--- config.mk ---
export PLATFORM = sky130hd
export DESIGN_NAME = rule_readback_for_dep
export DESIGN_NICKNAME = d
export VERILOG_FILES = /design/src/rtl/rule_readback_for_dep_pkg.sv /design/src/rtl/rule_rd_pack.sv /design/src/rtl/rule_readback_for_dep.sv
export SDC_FILE = /design/constraint.sdc
export NUM_CORES = 1
export LEC_CHECK = 0
export ABC_AREA = 1
export BUFFER_PORTS_ARGS = -buffer_cell sky130_fd_sc_hd__clkbuf_2
export CAP_MARGIN = 20
export CORE_AREA = 2 2 164 166
export DETAILED_ROUTE_END_ITERATION = 8
export DIE_AREA = 0 0 166 168
export GPL_TIMING_DRIVEN = 0
export HOLD_SLACK_MARGIN = 0.06
export PLACE_DENSITY = 0.47
export REMOVE_ABC_BUFFERS = 1
export SLEW_MARGIN = 20
export SYNTH_ARGS = -nofsm -noshare
export SYNTH_HDL_FRONTEND = slang
export SYNTH_SLANG_ARGS = --single-unit
export TNS_END_PERCENT = 10
--- constraint.sdc ---
create_clock -name i_clk -period 2.2 [get_ports i_clk]
set_clock_uncertainty 0.1 [all_clocks]
set_input_delay 0.11 -clock i_clk [delete_from_list [all_inputs] [get_ports i_clk]]
set_output_delay 0.11 -clock i_clk [all_outputs]
set_load 0.005 [all_outputs]
--- src/rtl/rule_readback_for_dep_pkg.sv ---
// rule_readback_for_dep_pkg: deparser rule-table sizes, readback address classes and FSM states
package rule_readback_for_dep_pkg;
  localparam int RULE_NUM          = 32;
  localparam int TYPE_NUM          = 4;
  localparam int TYPE_WIDTH        = 16;
  localparam int TYPE_OFFSET_WIDTH = 8;
  localparam int KEY_FILED_NUM     = 8;
  localparam int KEY_OFFSET_WIDTH  = 8;
  localparam int HEAD_SHIFT_WIDTH  = 8;
  localparam int META_SHIFT_WIDTH  = 8;
  typedef enum logic [2:0] {
    CLS_TBL      = 3'd0,
    CLS_TYPE     = 3'd1,
    CLS_TYPE_OFF = 3'd2,
    CLS_KEY      = 3'd3,
    CLS_HEAD     = 3'd4,
    CLS_META     = 3'd5
  } rule_cls_e;
  typedef enum logic [2:0] {IDLE, LOCAL, TBL_REQ, TBL_WAIT, RESP} rd_state_e;
endpackage

--- src/rtl/rule_rd_pack.sv ---
// rule_rd_pack: packs one configuration entry into the 32-bit readback word and flags illegal class/index
module rule_rd_pack
  import rule_readback_for_dep_pkg::*;
(
  input  logic [2:0]                                      cls,
  input  logic [5:0]                                      idx,
  input  logic [TYPE_NUM-1:0][TYPE_WIDTH-1:0]             type_data,
  input  logic [TYPE_NUM-1:0][TYPE_WIDTH-1:0]             type_mask,
  input  logic [TYPE_NUM-1:0][TYPE_OFFSET_WIDTH-1:0]      type_offset,
  input  logic [KEY_FILED_NUM-1:0][KEY_OFFSET_WIDTH:0]    key_offset,
  input  logic [KEY_FILED_NUM-1:0][KEY_OFFSET_WIDTH-1:0]  key_replace,
  input  logic [HEAD_SHIFT_WIDTH-1:0]                     head_shift,
  input  logic [META_SHIFT_WIDTH-1:0]                     meta_shift,
  output logic [31:0]                                     data,
  output logic                                            illegal
);
  logic [$clog2(TYPE_NUM)-1:0]      ti;
  logic [$clog2(KEY_FILED_NUM)-1:0] ki;
  logic [31:0]                      raw;
  assign ti = idx[$clog2(TYPE_NUM)-1:0];
  assign ki = idx[$clog2(KEY_FILED_NUM)-1:0];
  always_comb begin
    raw = '0;
    illegal = 1'b0;
    case (cls)
      CLS_TBL: illegal = int'(idx) >= RULE_NUM;
      CLS_TYPE: begin
        raw[16+:TYPE_WIDTH] = type_data[ti];
        raw[0+:TYPE_WIDTH] = type_mask[ti];
        illegal = int'(idx[3:0]) >= TYPE_NUM;
      end
      CLS_TYPE_OFF: begin
        raw[0+:TYPE_OFFSET_WIDTH] = type_offset[ti];
        illegal = int'(idx[3:0]) >= TYPE_NUM;
      end
      CLS_KEY: begin
        raw[16] = key_offset[ki][KEY_OFFSET_WIDTH];
        raw[8+:KEY_OFFSET_WIDTH] = key_replace[ki];
        raw[0+:KEY_OFFSET_WIDTH] = key_offset[ki][KEY_OFFSET_WIDTH-1:0];
        illegal = int'(idx) >= KEY_FILED_NUM;
      end
      CLS_HEAD: raw[0+:HEAD_SHIFT_WIDTH] = head_shift;
      CLS_META: raw[0+:META_SHIFT_WIDTH] = meta_shift;
      default: illegal = 1'b1;
    endcase
  end
  assign data = illegal ? '0 : raw;
endmodule

--- src/rtl/rule_readback_for_dep.sv ---
// rule_readback_for_dep: readback of deparser configuration; local classes answer from the config
// inputs, class 0 goes to the rule table with a timeout.
module rule_readback_for_dep
  import rule_readback_for_dep_pkg::*;
#(
  parameter int RD_TIMEOUT = 64,
  parameter int TO_WIDTH   = 8
) (
  input  logic                                            i_clk,
  input  logic                                            i_rst_n,
  input  logic                                            i_rule_rden,
  input  logic [31:0]                                     i_rule_addr,
  output logic                                            o_rule_rdata_valid,
  output logic [31:0]                                     o_rule_rdata,
  output logic                                            o_rule_rd_err,
  output logic                                            o_rule_busy,
  output logic                                            o_rule_drop,
  input  logic [TYPE_NUM-1:0][TYPE_WIDTH-1:0]             i_typeRule_typeData,
  input  logic [TYPE_NUM-1:0][TYPE_WIDTH-1:0]             i_typeRule_typeMask,
  input  logic [TYPE_NUM-1:0][TYPE_OFFSET_WIDTH-1:0]      i_typeRule_typeOffset,
  input  logic [KEY_FILED_NUM-1:0][KEY_OFFSET_WIDTH:0]    i_typeRule_keyOffset,
  input  logic [KEY_FILED_NUM-1:0][KEY_OFFSET_WIDTH-1:0]  i_typeRule_keyReplaceOffset,
  input  logic [HEAD_SHIFT_WIDTH-1:0]                     i_typeRule_headShift,
  input  logic [META_SHIFT_WIDTH-1:0]                     i_typeRule_metaShift,
  output logic                                            o_ruleTbl_rden,
  output logic [5:0]                                      o_ruleTbl_addr,
  input  logic                                            i_ruleTbl_rdata_valid,
  input  logic [31:0]                                     i_ruleTbl_rdata
);
  rd_state_e           state, nxt;
  logic [2:0]          cls_q;
  logic [5:0]          idx_q;
  logic [TO_WIDTH-1:0] cnt;
  logic [31:0]         rdata_q, pk_data;
  logic                err_q, drop_q, pk_ill, go_tbl, timeout, unused;
  assign unused = ^{i_rule_addr[31:11], i_rule_addr[7:6]};
  // out-of-range class 0 indexes are answered locally as errors, never touching the table
  assign go_tbl = i_rule_addr[10:8] == CLS_TBL && int'(i_rule_addr[5:0]) < RULE_NUM;
  assign timeout = cnt == TO_WIDTH'(RD_TIMEOUT);
  rule_rd_pack u_pack (
    .cls(cls_q), .idx(idx_q),
    .type_data(i_typeRule_typeData), .type_mask(i_typeRule_typeMask),
    .type_offset(i_typeRule_typeOffset), .key_offset(i_typeRule_keyOffset),
    .key_replace(i_typeRule_keyReplaceOffset), .head_shift(i_typeRule_headShift),
    .meta_shift(i_typeRule_metaShift), .data(pk_data), .illegal(pk_ill)
  );
  always_comb begin
    nxt = state;
    case (state)
      IDLE:     nxt = i_rule_rden ? (go_tbl ? TBL_REQ : LOCAL) : IDLE;
      LOCAL:    nxt = RESP;
      TBL_REQ:  nxt = TBL_WAIT;
      TBL_WAIT: nxt = (i_ruleTbl_rdata_valid || timeout) ? RESP : TBL_WAIT;
      default:  nxt = IDLE;
    endcase
  end
  always_ff @(posedge i_clk or negedge i_rst_n) begin
    if (!i_rst_n) begin
      state <= IDLE;
      cls_q <= '0;
      idx_q <= '0;
      cnt <= '0;
      rdata_q <= '0;
      err_q <= 1'b0;
      drop_q <= 1'b0;
    end else begin
      state <= nxt;
      drop_q <= i_rule_rden && state != IDLE;
      if (state == IDLE && i_rule_rden) begin
        cls_q <= i_rule_addr[10:8];
        idx_q <= i_rule_addr[5:0];
      end
      if (state == TBL_REQ) cnt <= '0;
      else if (state == TBL_WAIT) cnt <= cnt + 1'b1;
      if (state == LOCAL) begin
        rdata_q <= pk_data;
        err_q <= pk_ill;
      end else if (state == TBL_WAIT && i_ruleTbl_rdata_valid) begin
        rdata_q <= i_ruleTbl_rdata;
        err_q <= 1'b0;
      end else if (state == TBL_WAIT && timeout) begin
        rdata_q <= 32'hDEAD_BEEF;
        err_q <= 1'b1;
      end
    end
  end
  assign o_rule_rdata_valid = state == RESP;
  assign o_rule_rd_err = state == RESP && err_q;
  assign o_rule_rdata = rdata_q;
  assign o_rule_busy = state != IDLE;
  assign o_rule_drop = drop_q;
  assign o_ruleTbl_rden = state == TBL_REQ;
  assign o_ruleTbl_addr = idx_q;
endmodule

Yosys cells after proc, flatten, opt, wreduce, memory -nomap -nowiden
Cells that the tools add are included.

Register bits after elaboration: 54. Word-level logic and storage cells: 66. Input port bits: 380. Output and inout bits: 43.

Equal/unequal tests: 10. $lt $le $gt $ge: 6. Reductions and logical operators: 15. Add/sub/neg operators: 1. Mux-type cells: 27.

Operators with widths (number): $mux 32 (4); $bmux 16 s2 (2); $pmux 8 s5 (1); $mux 16 (2); $mux 8 (4); $bmux 9 s3 (1); $bmux 8 s3 (1); $pmux 9 s2 (1); $bmux 8 s2 (1); $mux 15 (1); $eq 3x2->1 const B (4); $pmux 3 s4 (1); $eq 3x3->1 const B (3); $logic_not 3->1 (3); $mux 9 (1); $add 8x1->8 const B (1); $eq 8x7->1 const B (1); $eq 3x1->1 const B (2); $ge 6x4->1 const B (1); $ge 6x6->1 const B (1); $logic_and 1x1->1 (6); $lt 6x6->1 const B (1); $reduce_bool 3->1 (2); $ge 4x3->1 const B (1); 9 further kinds (13).

Depth between registers and ports, before layout
Word-level depth: 5. Mapped depth: 12. Depth with buffers taken out: 11.

Cells and area by module
Synthesis repeated with hierarchy kept, for this count alone.

Cell total of the unflattened synthesis: 1200. Area total of the unflattened synthesis: 6257.3 sq um.

Modules (own cells, without submodules): rule_rd_pack (area an instance 3538.4 sq um, cells each 837, times used 1, seq. area each 0.0 sq um); rule_readback_for_dep (area an instance 2718.9 sq um, cells each 363, times used 1, seq. area each 1351.3 sq um).

Worst setup path before layout
OpenSTA, ideal clock, no wires.

Path type: register to register. Start point: register cls_q[1]. End point: register rdata_q[14] (netlist: o_rule_rdata[14]). Setup slack: 0.632 ns. Arrival time: 1.344 ns. Data required time: 1.976 ns. Library setup time: 0.124 ns. Period minus slack after synthesis: 1.568 ns. Path buffers: 0. Stages on the path, launching flop included: 7. Cell sequence: dfrtp_1 nor2_1 nand3_1 nand3_1 inv_1 nand3_1 nand3_1.

Cells in the longest elaborated chain, start to end: 5. Elaborated cells between the ends (all ways): 12. Classes of those cells: eq/ne: 5; mux: 4; reduce/logical: 3.

Ends and longest elaborated chain: from (decl) (RTL line rule_readback_for_dep.sv:31) `logic [2:0] cls_q;`; from (signal assigned) (RTL line rule_readback_for_dep.sv:70) `cls_q <= i_rule_addr[10:8];`; $eq 3x3->1, or another cell as far along (RTL line rule_rd_pack.sv:25) `case (cls)`; $reduce_or 2->1 (no line); $pmux 1 s4 (RTL line rule_rd_pack.sv:25); $mux 32 * (RTL line rule_rd_pack.sv:47) `assign data = illegal ? '0 : raw;`; $mux 32 * (RTL line rule_readback_for_dep.sv:75) `if (state == LOCAL) begin`; to (signal assigned) (RTL line rule_readback_for_dep.sv:76) `rdata_q <= pk_data;`; to (signal assigned) (RTL line rule_readback_for_dep.sv:79) `rdata_q <= i_ruleTbl_rdata;`; to (decl) (RTL line rule_readback_for_dep.sv:34) `logic [31:0] rdata_q, pk_data;`.

Every way passes the cells marked *; elsewhere a longest branch is shown, timed or not. A chain may end at the register's enable or synchronous reset.

Worst setup path in the final report
Start point: register idx_q[0] (netlist: o_ruleTbl_addr[0]). End point: register rdata_q[7] (netlist: o_rule_rdata[7]).

Cells in the longest elaborated chain, start to end: 5. Elaborated cells between the ends (all ways): 13. Classes of those cells: order compare: 3; mux: 10.

Ends and longest elaborated chain: from (decl) (RTL line rule_readback_for_dep.sv:32) `logic [5:0] idx_q;`; from (signal assigned) (RTL line rule_readback_for_dep.sv:71) `idx_q <= i_rule_addr[5:0];`; branches (longest 3 deep; another with $ge 6x4->1); $mux 32 * (RTL line rule_rd_pack.sv:47); $mux 32 * (RTL line rule_readback_for_dep.sv:75).

Every way passes the cells marked *. The select of a mux whose other input is x is not followed.

==> summary.md <==
| Metric | Value |
|---|---|
| Status | completed |
| P_int | 4730 uW |
| Core box area | 26400 um2 |
| Crit path kind | register to register |
| Tmin final | 2.10 ns |
| DR WL/cell | 17.7 um |
| Total die area | 27900 um2 |
| Fill count | 3020 |
| CP Data Arrival Time | 2.20 ns |
| Netlist Area Pre-Place | 5620 um2 |
| FP Rows | 60 |
| Slew headroom | 58.3% |
| Die height | 168 um |
| Worst-path clk slew | 0.08 ns |
| Sequential fraction of the synthesis area | 24.0% |
| IO Port Bufs | 399 |
| Multi-input logic area | 3640 um2 |
| Critical Path Sink Type | register |
| Longest Clk Path Bufs | 2 |
| Routed vias/inst | 4.62 |
| Dpl cells | 1699 |
| Most frequent cells in the layout | clkbuf_2, nand2_1, nor2_1 |
| Final Cycle Share | 95.3% |
| Psw | 5560 uW |
| Syn-to-layout area delta | 59.5% |
| Commonest non-fill, non-tap cell in the layout | clkbuf_2 |
| CTS HTree Levels | 2 |
| Gr ovfl total | 0 |
| FMAX | 0.477 GHz |
| Cell leakage power | 0.00492 uW |
| Pre-CTS setup slack | -0.791 ns |
| Metal2 WL | 15600 um |
| Maximum vdd ir drop | 0.635 mV |
| GPL Wtd Cong | 0.836 |
| Met1 WL | 13800 um |
| Final Hold Viols | 0 |
| Netlist cell types | 35 |
| Share of layout cells above drive strength 1 | 32.5% |
| Vias | 8207 |
| Vias in the first global route | 8108 |
| Final WS setup | 0.104 ns |
| Final setup viols | 0 |
| Top Metal Used | met4 |
| Post-synthesis cell count | 1016 |
| DRT iter0 DRCs | 444 |
| Logic pwr share | 73.9% |
| Clock Sinks | 54 |
| Critical path startpoint category | register |
| Clock root buffer | clkbuf_16 |
| Final nets | 1818 |
| Initial cell density of the core | 21.3% |
| Die X | 166 um |
| Overall power | 10300 uW |
| Post-DP HPWL | 20200 um |
| Antenna cell count | 0 |
| Reg area | 1360 um2 |
| CP max FO | 30 |
| GRT Total Usage | 20.9% |
| Seq cells post-synth | 54 |
| Unrepaired setup endpoints after global routing | yes |
| Met3 wire length | 1580 um |
| Syn avg cell area | 5.53 um2 |
| Pwr/cell area | 1150 nW/um2 |
| Post-Layout Cell Count | 1777 |
| Drt first pass iters | 7 |
| Sw Ratio | 54.0% |
| MaxCap Viol Count | 0 |
| Antenna violations before repair | 0 |
| Worst Tran Pin Value | 0.624 ns |
| Clock power share | 8.8% |
| Flop pwr share | 17.4% |
| Crit path required time | 2.31 ns |
| First-pass GRT wire length | 45700 um |
| Pin count of the biggest net entering global routing | 59 |
| Post-Route WL | 31400 um |
| Pins over their slew limit | 0 |
| Skew-Pair Late Insertion Delay | 0.31 ns |
| Ports | 423 |
| Antenna-violating nets left | 0 |
| CTS tree | yes |
| Hold WS | 0.0737 ns |
| DRC violations left | 0 |
| Total CTS buffers | 5 |
| Synth warn | 0 |
| Worst hold path class | primary input to register |
==> through the flow <==
step	cell area [um2]	util, %	setup TNS [ns]
floorplan	5300	-	-90.27
global placement	7720	29.3	-213.65
detailed placement	7870	29.9	-22.74
CTS	8730	33.1	0
global route	8970	34.0	-0.0769
finish	8970	34.0	0
==> final cells by class <==
class	instances	share of cell area, %
Sequential cell	54	15.2
Timing Repair inverter	2	0.181
Multi-Input combinational cell	810	40.6
Inverter	91	4.45
Tap cell	341	4.76
Clock buffer	5	1.40
Timing Repair Buffer	471	33.1
Clock inverter	3	0.321
==> cell families after synthesis <==
| family | synth area share [%] |
|---|---|
| AO/OA/AOI/OAI | 18.9 |
| adder cells (fa/ha/maj) | 0.668 |
| flip-flops | 24.0 |
| AND/OR/NAND/NOR | 44.4 |
| XOR/XNOR | 0.156 |
| buffers and inverters | 11.8 |
==> final timing paths <==
path                                          startpoint                             to  slack, ns  depth (start not counted)
min in group asynchronous                        i_rst_n   o_rule_rdata[25]$_DFFE_PN0P_       0.22                          2
setup reg to reg           o_ruleTbl_addr[0]$_DFFE_PN0P_    o_rule_rdata[7]$_DFFE_PN0P_       0.10                         13
max in group asynchronous                        i_rst_n  o_ruleTbl_addr[2]$_DFFE_PN0P_       1.23                          3
hold / removal                       i_ruleTbl_rdata[10]   o_rule_rdata[10]$_DFFE_PN0P_       0.07                          3
setup / recovery           o_ruleTbl_addr[0]$_DFFE_PN0P_    o_rule_rdata[7]$_DFFE_PN0P_       0.10                         13
hold reg to reg                       cnt[7]$_DFFE_PN0P_             cnt[7]$_DFFE_PN0P_       0.38                          1
==> what timing repair did <==
item | CTS | global route
pin swaps | 2 | 4
cloned | 7 | 3
setup endpoints to repair | 35 | 32
hold buffers | 42 | 0
gates resized for setup | 17 | 7
hold endpoints to repair | 83 | 0
setup buffers | 7 | 11
==> registers in the layout, indices dropped and copies added, names as in the netlist <==
signal          flops
o_rule_drop         1
err_q               1
o_rule_rdata       32
o_ruleTbl_addr      6
state               3
cls_q               3
cnt                 8
==> worst max-delay path, cell delays in order (launching register included) <==
cell and delay (ns):
dfrtp_4 0.53, buf_16 0.19, buf_16 0.16, inv_16 0.14
buf_16 0.18, nand2_1 0.10, nand3_1 0.08, nand2_1 0.06
nand2_1 0.05, nand2_1 0.05, nor2_1 0.14, nand2_1 0.08
nand2_1 0.07, a21oi_2 0.05
==> layer usage <==
metal  vias up  global-route usage [%]
li1       4117                       -
met1      3771                    26.5
met2       291                    37.6
met3        28                    2.75
met4         0                    4.73
met5         -                       0
==> Yosys cell counts <==
| master | instances | area share, % |
|---|---|---|
| nand3_4 | 1 | 0.31 |
| nor2_8 | 1 | 0.36 |
| o21ai_1 | 17 | 1.5 |
| nor3_4 | 1 | 0.29 |
| xor2_1 | 1 | 0.16 |
| nor2_1 | 180 | 12 |
| nor2_4 | 2 | 0.40 |
| clkbuf_1 | 20 | 1.3 |
| buf_2 | 28 | 2.5 |
| buf_8 | 2 | 0.53 |
| clkinv_1 | 2 | 0.13 |
| a21oi_2 | 2 | 0.31 |
| o211ai_1 | 1 | 0.13 |
| nand2_1 | 301 | 20 |
| a211oi_1 | 1 | 0.13 |
| nor3_1 | 2 | 0.18 |
| nand2_4 | 1 | 0.20 |
| nand3_2 | 1 | 0.18 |
| dfrtp_1 | 54 | 24 |
| nand3_1 | 103 | 9.2 |
| inv_2 | 4 | 0.27 |
| a21oi_1 | 44 | 3.9 |
| nor4_1 | 2 | 0.22 |
| inv_1 | 85 | 5.7 |
| nand4_2 | 1 | 0.22 |
| o21ai_0 | 109 | 9.7 |
| nand4_1 | 2 | 0.22 |
| o22ai_1 | 28 | 3.1 |
| buf_4 | 9 | 1.2 |
| ha_1 | 3 | 0.67 |
| nor3_2 | 1 | 0.18 |
| buf_1 | 3 | 0.20 |
| or2_0 | 1 | 0.11 |
| nor2_2 | 2 | 0.22 |
| a31oi_1 | 1 | 0.11 |
==> power by group through the flow <==
stage,Combinational (uW),Clock [uW],Sequential (uW)
2_1_floorplan,3470,0,2120
3_3_place_gp,5040,0,2300
3_5_place_dp,6070,0,2060
4_1_cts,6990,932,1990
5_1_grt,8440,973,1840
6_report,7600,901,1790
(Power assumes the default switching activity.)
